## config.mk

```make
export PLATFORM = sky130hd
export DESIGN_NAME = seg7_scan_capture
export DESIGN_NICKNAME = d
export VERILOG_FILES = /design/src/rtl/seg7_scan_capture.sv
export SDC_FILE = /design/constraint.sdc
export NUM_CORES = 1
export LEC_CHECK = 0
export BUFFER_PORTS_ARGS = -buffer_cell sky130_fd_sc_hd__clkbuf_2
export CAP_MARGIN = 20
export CORE_ASPECT_RATIO = 0.5
export CORE_MARGIN = 1
export CORE_UTILIZATION = 54
export DETAILED_ROUTE_END_ITERATION = 12
export PLACE_DENSITY = 0.76
export SYNTH_ARGS = -nofsm -noshare
export SYNTH_HDL_FRONTEND = slang
export SYNTH_SLANG_ARGS = --single-unit
```

## constraint.sdc

```tcl
create_clock -name clk -period 2.78 [get_ports clk]
set_clock_uncertainty 0.2 [all_clocks]
set_input_delay 0.556 -clock clk [delete_from_list [all_inputs] [get_ports clk]]
set_output_delay 0.556 -clock clk [all_outputs]
set_load 0.005 [all_outputs]
```

## src/rtl/seg7_scan_capture.sv

```systemverilog
// seg7_scan_capture
// Snoops a time-multiplexed 7-segment display bus and rebuilds the shown
// hex word. Each strobed digit must hold a stable strobe + pattern for
// SETTLE cycles before it is captured into a per-digit shadow register.
// Once every digit has been captured, the shadows are published in one
// cycle together with a frame_valid pulse.
//
// Ports:
//   clk          system clock
//   clr          synchronous active-high reset
//   an           anode strobes, active-low, one-hot-low for a driven digit
//   a_to_g       segment lines, [6]=a .. [0]=g, lit when 0
//   value        captured word, digit i at value[4i+3:4i]
//   frame_valid  one-cycle pulse when value/err_mask update
//   err_mask     bit i set = digit i showed a non-hex pattern last frame
//   stale        no capture for TIMEOUT cycles
//
// Optional feature (macro SEG7_DP_CAPTURE_EN): adds dp input (active-low
// decimal point, part of the stability check) and dp_mask output
// (bit i = decimal point lit in the last frame).
module seg7_scan_capture #(
    parameter int DIGITS  = 4,
    parameter int SETTLE  = 8,
    parameter int TIMEOUT = 65535
) (
    input  logic                  clk,
    input  logic                  clr,
    input  logic [DIGITS-1:0]     an,
    input  logic [6:0]            a_to_g,
`ifdef SEG7_DP_CAPTURE_EN
    input  logic                  dp,
    output logic [DIGITS-1:0]     dp_mask,
`endif
    output logic [4*DIGITS-1:0]   value,
    output logic                  frame_valid,
    output logic [DIGITS-1:0]     err_mask,
    output logic                  stale
);

    localparam int IDX_W = (DIGITS > 1) ? $clog2(DIGITS) : 1;
    localparam int TO_W  = $clog2(TIMEOUT + 1);

    typedef enum logic [1:0] {IDLE, SETTLING, HOLD} state_t;

    // Two-flop synchronizers on the display bus
    logic [DIGITS-1:0] an_s1_reg, an_s2_reg;
    logic [6:0]        seg_s1_reg, seg_s2_reg;
`ifdef SEG7_DP_CAPTURE_EN
    logic              dp_s1_reg, dp_s2_reg, ref_dp_reg, ref_dp_next;
`endif

    always_ff @(posedge clk) begin
        if (clr) begin
            an_s1_reg  <= '0;
            an_s2_reg  <= '0;
            seg_s1_reg <= '0;
            seg_s2_reg <= '0;
`ifdef SEG7_DP_CAPTURE_EN
            dp_s1_reg  <= 1'b0;
            dp_s2_reg  <= 1'b0;
`endif
        end else begin
            an_s1_reg  <= an;
            an_s2_reg  <= an_s1_reg;
            seg_s1_reg <= a_to_g;
            seg_s2_reg <= seg_s1_reg;
`ifdef SEG7_DP_CAPTURE_EN
            dp_s1_reg  <= dp;
            dp_s2_reg  <= dp_s1_reg;
`endif
        end
    end

    // Strobe is usable only when exactly one anode is pulled low
    logic [3:0]       zero_cnt;
    logic [IDX_W-1:0] strobe_idx;
    logic             strobe_ok;

    always_comb begin
        zero_cnt   = '0;
        strobe_idx = '0;
        for (int i = 0; i < DIGITS; i++) begin
            if (!an_s2_reg[i]) begin
                zero_cnt   = zero_cnt + 4'd1;
                strobe_idx = IDX_W'(i);
            end
        end
        strobe_ok = (zero_cnt == 4'd1);
    end

    // Segment pattern to nibble; unknown patterns give 0 plus an error flag
    logic [3:0] dec_nib;
    logic       dec_err;

    always_comb begin
        dec_err = 1'b0;
        case (seg_s2_reg)
            7'h01: dec_nib = 4'h0;
            7'h4F: dec_nib = 4'h1;
            7'h12: dec_nib = 4'h2;
            7'h06: dec_nib = 4'h3;
            7'h4C: dec_nib = 4'h4;
            7'h24: dec_nib = 4'h5;
            7'h20: dec_nib = 4'h6;
            7'h0F: dec_nib = 4'h7;
            7'h00: dec_nib = 4'h8;
            7'h04: dec_nib = 4'h9;
            7'h08: dec_nib = 4'hA;
            7'h60: dec_nib = 4'hB;
            7'h31: dec_nib = 4'hC;
            7'h42: dec_nib = 4'hD;
            7'h30: dec_nib = 4'hE;
            7'h38: dec_nib = 4'hF;
            default: begin
                dec_nib = 4'h0;
                dec_err = 1'b1;
            end
        endcase
    end

    // Dwell tracking FSM
    state_t           state_reg, state_next;
    logic [7:0]       cnt_reg, cnt_next;
    logic [IDX_W-1:0] ref_idx_reg, ref_idx_next;
    logic [6:0]       ref_seg_reg, ref_seg_next;
    logic             same, capture;

    always_comb begin
        same = (strobe_idx == ref_idx_reg) && (seg_s2_reg == ref_seg_reg);
`ifdef SEG7_DP_CAPTURE_EN
        same = same && (dp_s2_reg == ref_dp_reg);
`endif
    end

    always_comb begin
        state_next   = state_reg;
        cnt_next     = cnt_reg;
        ref_idx_next = ref_idx_reg;
        ref_seg_next = ref_seg_reg;
`ifdef SEG7_DP_CAPTURE_EN
        ref_dp_next  = ref_dp_reg;
`endif
        capture      = 1'b0;
        // A changed (but valid) strobe/pattern always restarts the dwell
        if (strobe_ok && (state_reg == IDLE || !same)) begin
            state_next   = SETTLING;
            cnt_next     = 8'd1;
            ref_idx_next = strobe_idx;
            ref_seg_next = seg_s2_reg;
`ifdef SEG7_DP_CAPTURE_EN
            ref_dp_next  = dp_s2_reg;
`endif
        end else if (!strobe_ok) begin
            state_next = IDLE;
        end else if (state_reg == SETTLING) begin
            // This cycle is the SETTLE-th stable sample: capture once,
            // then HOLD so the same dwell is not captured again
            if (cnt_reg == 8'(SETTLE - 1)) begin
                capture    = 1'b1;
                state_next = HOLD;
            end
            cnt_next = cnt_reg + 8'd1;
        end
    end

    always_ff @(posedge clk) begin
        if (clr) begin
            state_reg   <= IDLE;
            cnt_reg     <= '0;
            ref_idx_reg <= '0;
            ref_seg_reg <= '0;
`ifdef SEG7_DP_CAPTURE_EN
            ref_dp_reg  <= 1'b0;
`endif
        end else begin
            state_reg   <= state_next;
            cnt_reg     <= cnt_next;
            ref_idx_reg <= ref_idx_next;
            ref_seg_reg <= ref_seg_next;
`ifdef SEG7_DP_CAPTURE_EN
            ref_dp_reg  <= ref_dp_next;
`endif
        end
    end

    // Per-digit shadow registers
    logic [4*DIGITS-1:0] nib_shadow;
    logic [DIGITS-1:0]   err_shadow;
    logic [DIGITS-1:0]   cap_mask;
`ifdef SEG7_DP_CAPTURE_EN
    logic [DIGITS-1:0]   dp_shadow;
`endif

    generate
        for (genvar gi = 0; gi < DIGITS; gi++) begin : g_digit
            logic [3:0] nib_reg;
            logic       err_reg;
            assign cap_mask[gi]          = capture && (ref_idx_reg == IDX_W'(gi));
            assign nib_shadow[4*gi +: 4] = nib_reg;
            assign err_shadow[gi]        = err_reg;

            always_ff @(posedge clk) begin
                if (clr) begin
                    nib_reg <= '0;
                    err_reg <= 1'b0;
                end else if (cap_mask[gi]) begin
                    nib_reg <= dec_nib;
                    err_reg <= dec_err;
                end
            end
`ifdef SEG7_DP_CAPTURE_EN
            logic dp_reg;
            assign dp_shadow[gi] = dp_reg;
            always_ff @(posedge clk) begin
                if (clr)               dp_reg <= 1'b0;
                else if (cap_mask[gi]) dp_reg <= ~dp_s2_reg;
            end
`endif
        end
    endgenerate

    // Frame assembly and dead-bus timeout
    logic [DIGITS-1:0]   seen_reg;
    logic [TO_W-1:0]     tcnt_reg;
    logic [4*DIGITS-1:0] value_reg;
    logic [DIGITS-1:0]   err_mask_reg;
    logic                frame_valid_reg, stale_reg;
    logic                frame_done, stale_set;

    assign frame_done = &seen_reg;
    assign stale_set  = !capture && (tcnt_reg == TO_W'(TIMEOUT - 1));

    always_ff @(posedge clk) begin
        if (clr) begin
            seen_reg        <= '0;
            tcnt_reg        <= '0;
            value_reg       <= '0;
            err_mask_reg    <= '0;
            frame_valid_reg <= 1'b0;
            stale_reg       <= 1'b0;
        end else begin
            frame_valid_reg <= frame_done;
            if (frame_done) begin
                value_reg    <= nib_shadow;
                err_mask_reg <= err_shadow;
            end

            // Stale discards the partial frame; a capture in the publish
            // cycle already belongs to the next frame
            if (stale_set)       seen_reg <= '0;
            else if (frame_done) seen_reg <= cap_mask;
            else                 seen_reg <= seen_reg | cap_mask;

            if (capture) begin
                tcnt_reg  <= '0;
                stale_reg <= 1'b0;
            end else if (tcnt_reg != TO_W'(TIMEOUT)) begin
                tcnt_reg <= tcnt_reg + 1'b1;
                if (stale_set) stale_reg <= 1'b1;
            end
        end
    end

`ifdef SEG7_DP_CAPTURE_EN
    logic [DIGITS-1:0] dp_mask_reg;
    always_ff @(posedge clk) begin
        if (clr)             dp_mask_reg <= '0;
        else if (frame_done) dp_mask_reg <= dp_shadow;
    end
    assign dp_mask = dp_mask_reg;
`endif

    assign value       = value_reg;
    assign err_mask    = err_mask_reg;
    assign frame_valid = frame_valid_reg;
    assign stale       = stale_reg;

endmodule

```

==> impl_results.md <==
* Max-cap viol count at 0
* Worst skew pair latency at about 0.35 ns
* IO Count at 35
* Full die area at 9093 sq um
* Initial antenna violation count at 0
* Largest stage delay, worst path at 0.64 ns
* Final WL at 9.948 mm
* Pleak at ~1.9 nW
* Cell Chain, Critical Path: inv_2, ha_4, xnor2_4, ha_4, nor4b_4, nor4_4, clkbuf_16, nor3_4, xor2_1, o21a_1
* CP Capture Type: register
* Area of the core at 8202 sq um
* Post-synth cell types at 56
* Post-route ant nets at 0
* GPL Wtd Cong at roughly 0.84
* Clock-pin slew on the worst setup and hold paths at 0.07 ns
* Sequential cell area at around 2100 sq um
* Busiest grt layer: met2
* Met1 global-route usage at 29.17%
* Minimum hold slack at 0.2190 ns
* Vias in the first global route at 3,581
* Gr usage total at 23.32%
* FF-to-FF Start: an_s2_reg[1]
* Total grt overflow at 0
* Drt wl/cell at roughly 14 um
* DR vias/cell at 5.620
* Fillcell total at 701
* # setup viols final at 0
* Share of cells above drive strength 1 at 18.63%
* Crit path DAT at roughly 2.8 ns
* Pin count of the biggest net entering global routing at 50
* Cells after Synth at 544
* Clock Tree Root: clkbuf_16
* Max Freq at 0.3653 GHz
* Hold Path Class: in -> reg
* Flop-to-flop setup slack at 0.04 ns
* PortBufs at 34
* EDFF count, synth at 0
* Pre-antenna DRT Iters at 5
* Kind of critical path: reg -> reg
* Post-route cell area at 5529 sq um
* ANT cells at 0
* Min-delay src: an[3]
* Setup_tns at 0 ns
* First-pass GRT wire length at 16.73 mm
* Multi-input gate area in the final layout at 2566 sq um
* Endpoint, Worst Hold: an_s1_reg[3]
* DRC Markers at 0
* Worst setup SP type: register
* Yosys reg bits at ~100
* Final Hold Fails at 0
* Pwr dens at 545.7 nW/um^2
* Fin crit period at roughly 2.7 ns
* CTS tree: yes
* Worst-path fanout max at 8
* Routing usage on met3 at 6.296%
* Iteration-0 DRC Markers at between 200 and 300
* Final net count at 599
* Area added between synthesis and finish at 17.78%
* R2R Path End: cnt_reg[0]
* Final period util at between 90% and 100%
* Status: complete, no violations
* Worst path required time at 2.82 ns
* GR Layer Usage met2 at around 39%
* RSZ-0062 raised after global routing: true
* Net Count, Synth at about 560
* Initial Util at 57.24%
* Clock Path Buffers at 2
* Asr flop ratio synth at 0%
* Seq/Total Area, Yosys at 43.92%
* H-tree depth at 3
* Worst path most repeated cell: ha_4
* Worst Max-Slew Pin Slew at 0.6794 ns
* Synthesized area at 4695 sq um
* VDD IR max at ~0.00033 V
* Die Y at 67.93 um
* Hpwl dp at 6.528 mm
* Clock sink count at 103
* Std cell rows at 23
* Hold depth at 2
* Placed cell area at 5087 sq um
* Die X at 133.9 um
* Max-slew violations at 0
* Worst Reg-to-Reg Cells at 10
* Synth Flop Type: dfxtp_1
* Syn Area/Cell at approximately 8.6 sq um
* Yosys warns at 0
* Slew Limit Headroom at 54.36%
* Routed vias at 3,917
* CTS Buf Count at 9
* Slowest-stage cell, CP: nor4_4
-- layer usage --
layer	routed length [um]	share of wire (%)
met1	4788	48
met2	4545	46
met3	490	4.9
met4	123	1.2
met5	0	0
-- worst max path at each step --
stage,startpoint,to,slack (ns),depth (start not counted)
after floorplan,an_s2_reg[1],ref_idx_reg[0],0.002,11
after global placement,an_s2_reg[0],g_digit[3].nib_reg[2],-0.05,9
final,an_s2_reg[1],cnt_reg[0],0.04,10
after detailed placement,an_s2_reg[0],g_digit[3].nib_reg[0],-0.13,9
after global routing,an_s2_reg[1],ref_seg_reg[5],-0.07,10
after CTS,an_s2_reg[1],tcnt_reg[6],-0.002,10
-- critical path, delay by kind of cell (launching register included) --
family | cells | cell delay (ns)
adders and majority gates | 2 | 0.56
DFF | 1 | 0.33
and+or+nand+nor | 3 | 0.74
buffers and inverters | 2 | 0.34
xor gates and xnor gates | 2 | 0.27
AOI/OAI and AO/OA | 1 | 0.19
-- cell usage in the layout (no fill, tap or decap), types with 7 or more instances in the layout --
master / count
o21ai_1: 17
o21ai_0: 12
clkbuf_16: 10
nand2_1: 66
buf_4: 22
nand3_1: 23
a21oi_1: 57
dfxtp_1: 101
nand4_1: 12
nor2_1: 28
xnor2_1: 25
inv_1: 9
nor3_1: 15
nor4_1: 7
o211ai_1: 12
clkbuf_2: 34
nor2b_1: 25
-- report_power, final --
group	leakage (nW)	switching, W	internal [W]
sequential	0.836	0.0000263	0.00150
combinational	0.906	0.000164	0.000123
clock	0.135	0.000546	0.000658
-- repair_timing --
item,CTS,global route
setup endpoints to repair,22,57
pin swaps,5,12
buffers inserted,1,1
hold buffers,0,0
cloned,0,1
gates resized for setup,22,12
-- Yosys cell counts (5+ instances only) --
master / count / area, sq um
a2111oi_0: 6 / 52.55
a211oi_1: 5 / 37.54
a21oi_1: 57 / 285.3
and4_1: 5 / 43.79
buf_2: 7 / 35.03
clkbuf_1: 26 / 97.59
dfxtp_1: 103 / 2062
ha_1: 6 / 75.07
inv_1: 11 / 41.29
nand2_1: 66 / 247.7
nand3_1: 23 / 115.1
nand4_1: 12 / 75.07
nor2_1: 28 / 105.1
nor2b_1: 25 / 156.4
nor3_1: 16 / 80.08
nor3b_1: 5 / 37.54
nor4_1: 7 / 43.79
nor4_4: 5 / 106.4
o211ai_1: 12 / 90.09
o21ai_0: 24 / 120.1
o21ai_1: 9 / 45.04
xnor2_1: 27 / 236.5
-- cell type report --
type | count | area share [%]
clock buffers | 12 | 4.639
clock inverters | 4 | 0.5205
inverters | 11 | 0.7468
multi-input cells | 394 | 46.41
flip-flops and latches | 103 | 37.34
well taps | 112 | 2.535
repair buffers | 61 | 7.807
-- logic make-up (layout without fill, tap and decap cells) --
logic type                 count (synthesis)  count (layout)  share of synthesized area, %
xor gates and xnor gates                  30              30                         5.597
muxes                                      1               1                        0.2132
adders and majority gates                  6               6                         1.599
buffers and inverters                     47              88                         4.184
AOI/OAI and AO/OA                        131             131                         17.22
and+or+nand+nor                          226             226                         27.27
DFF                                      103             103                         43.92
-- through the flow --
stage	util [%]	power [W]	instances	setup slack, ns
final	67.41	0.003017	697	0.04240
after floorplan	-	0.001725	544	0.002151
after CTS	66.25	0.003013	695	-0.001857
after global routing	67.41	0.003134	697	-0.06715
after detailed placement	62.03	0.001810	678	-0.1314
after global placement	62.03	0.001804	678	-0.04613
Power figures use the tool's default switching activity.
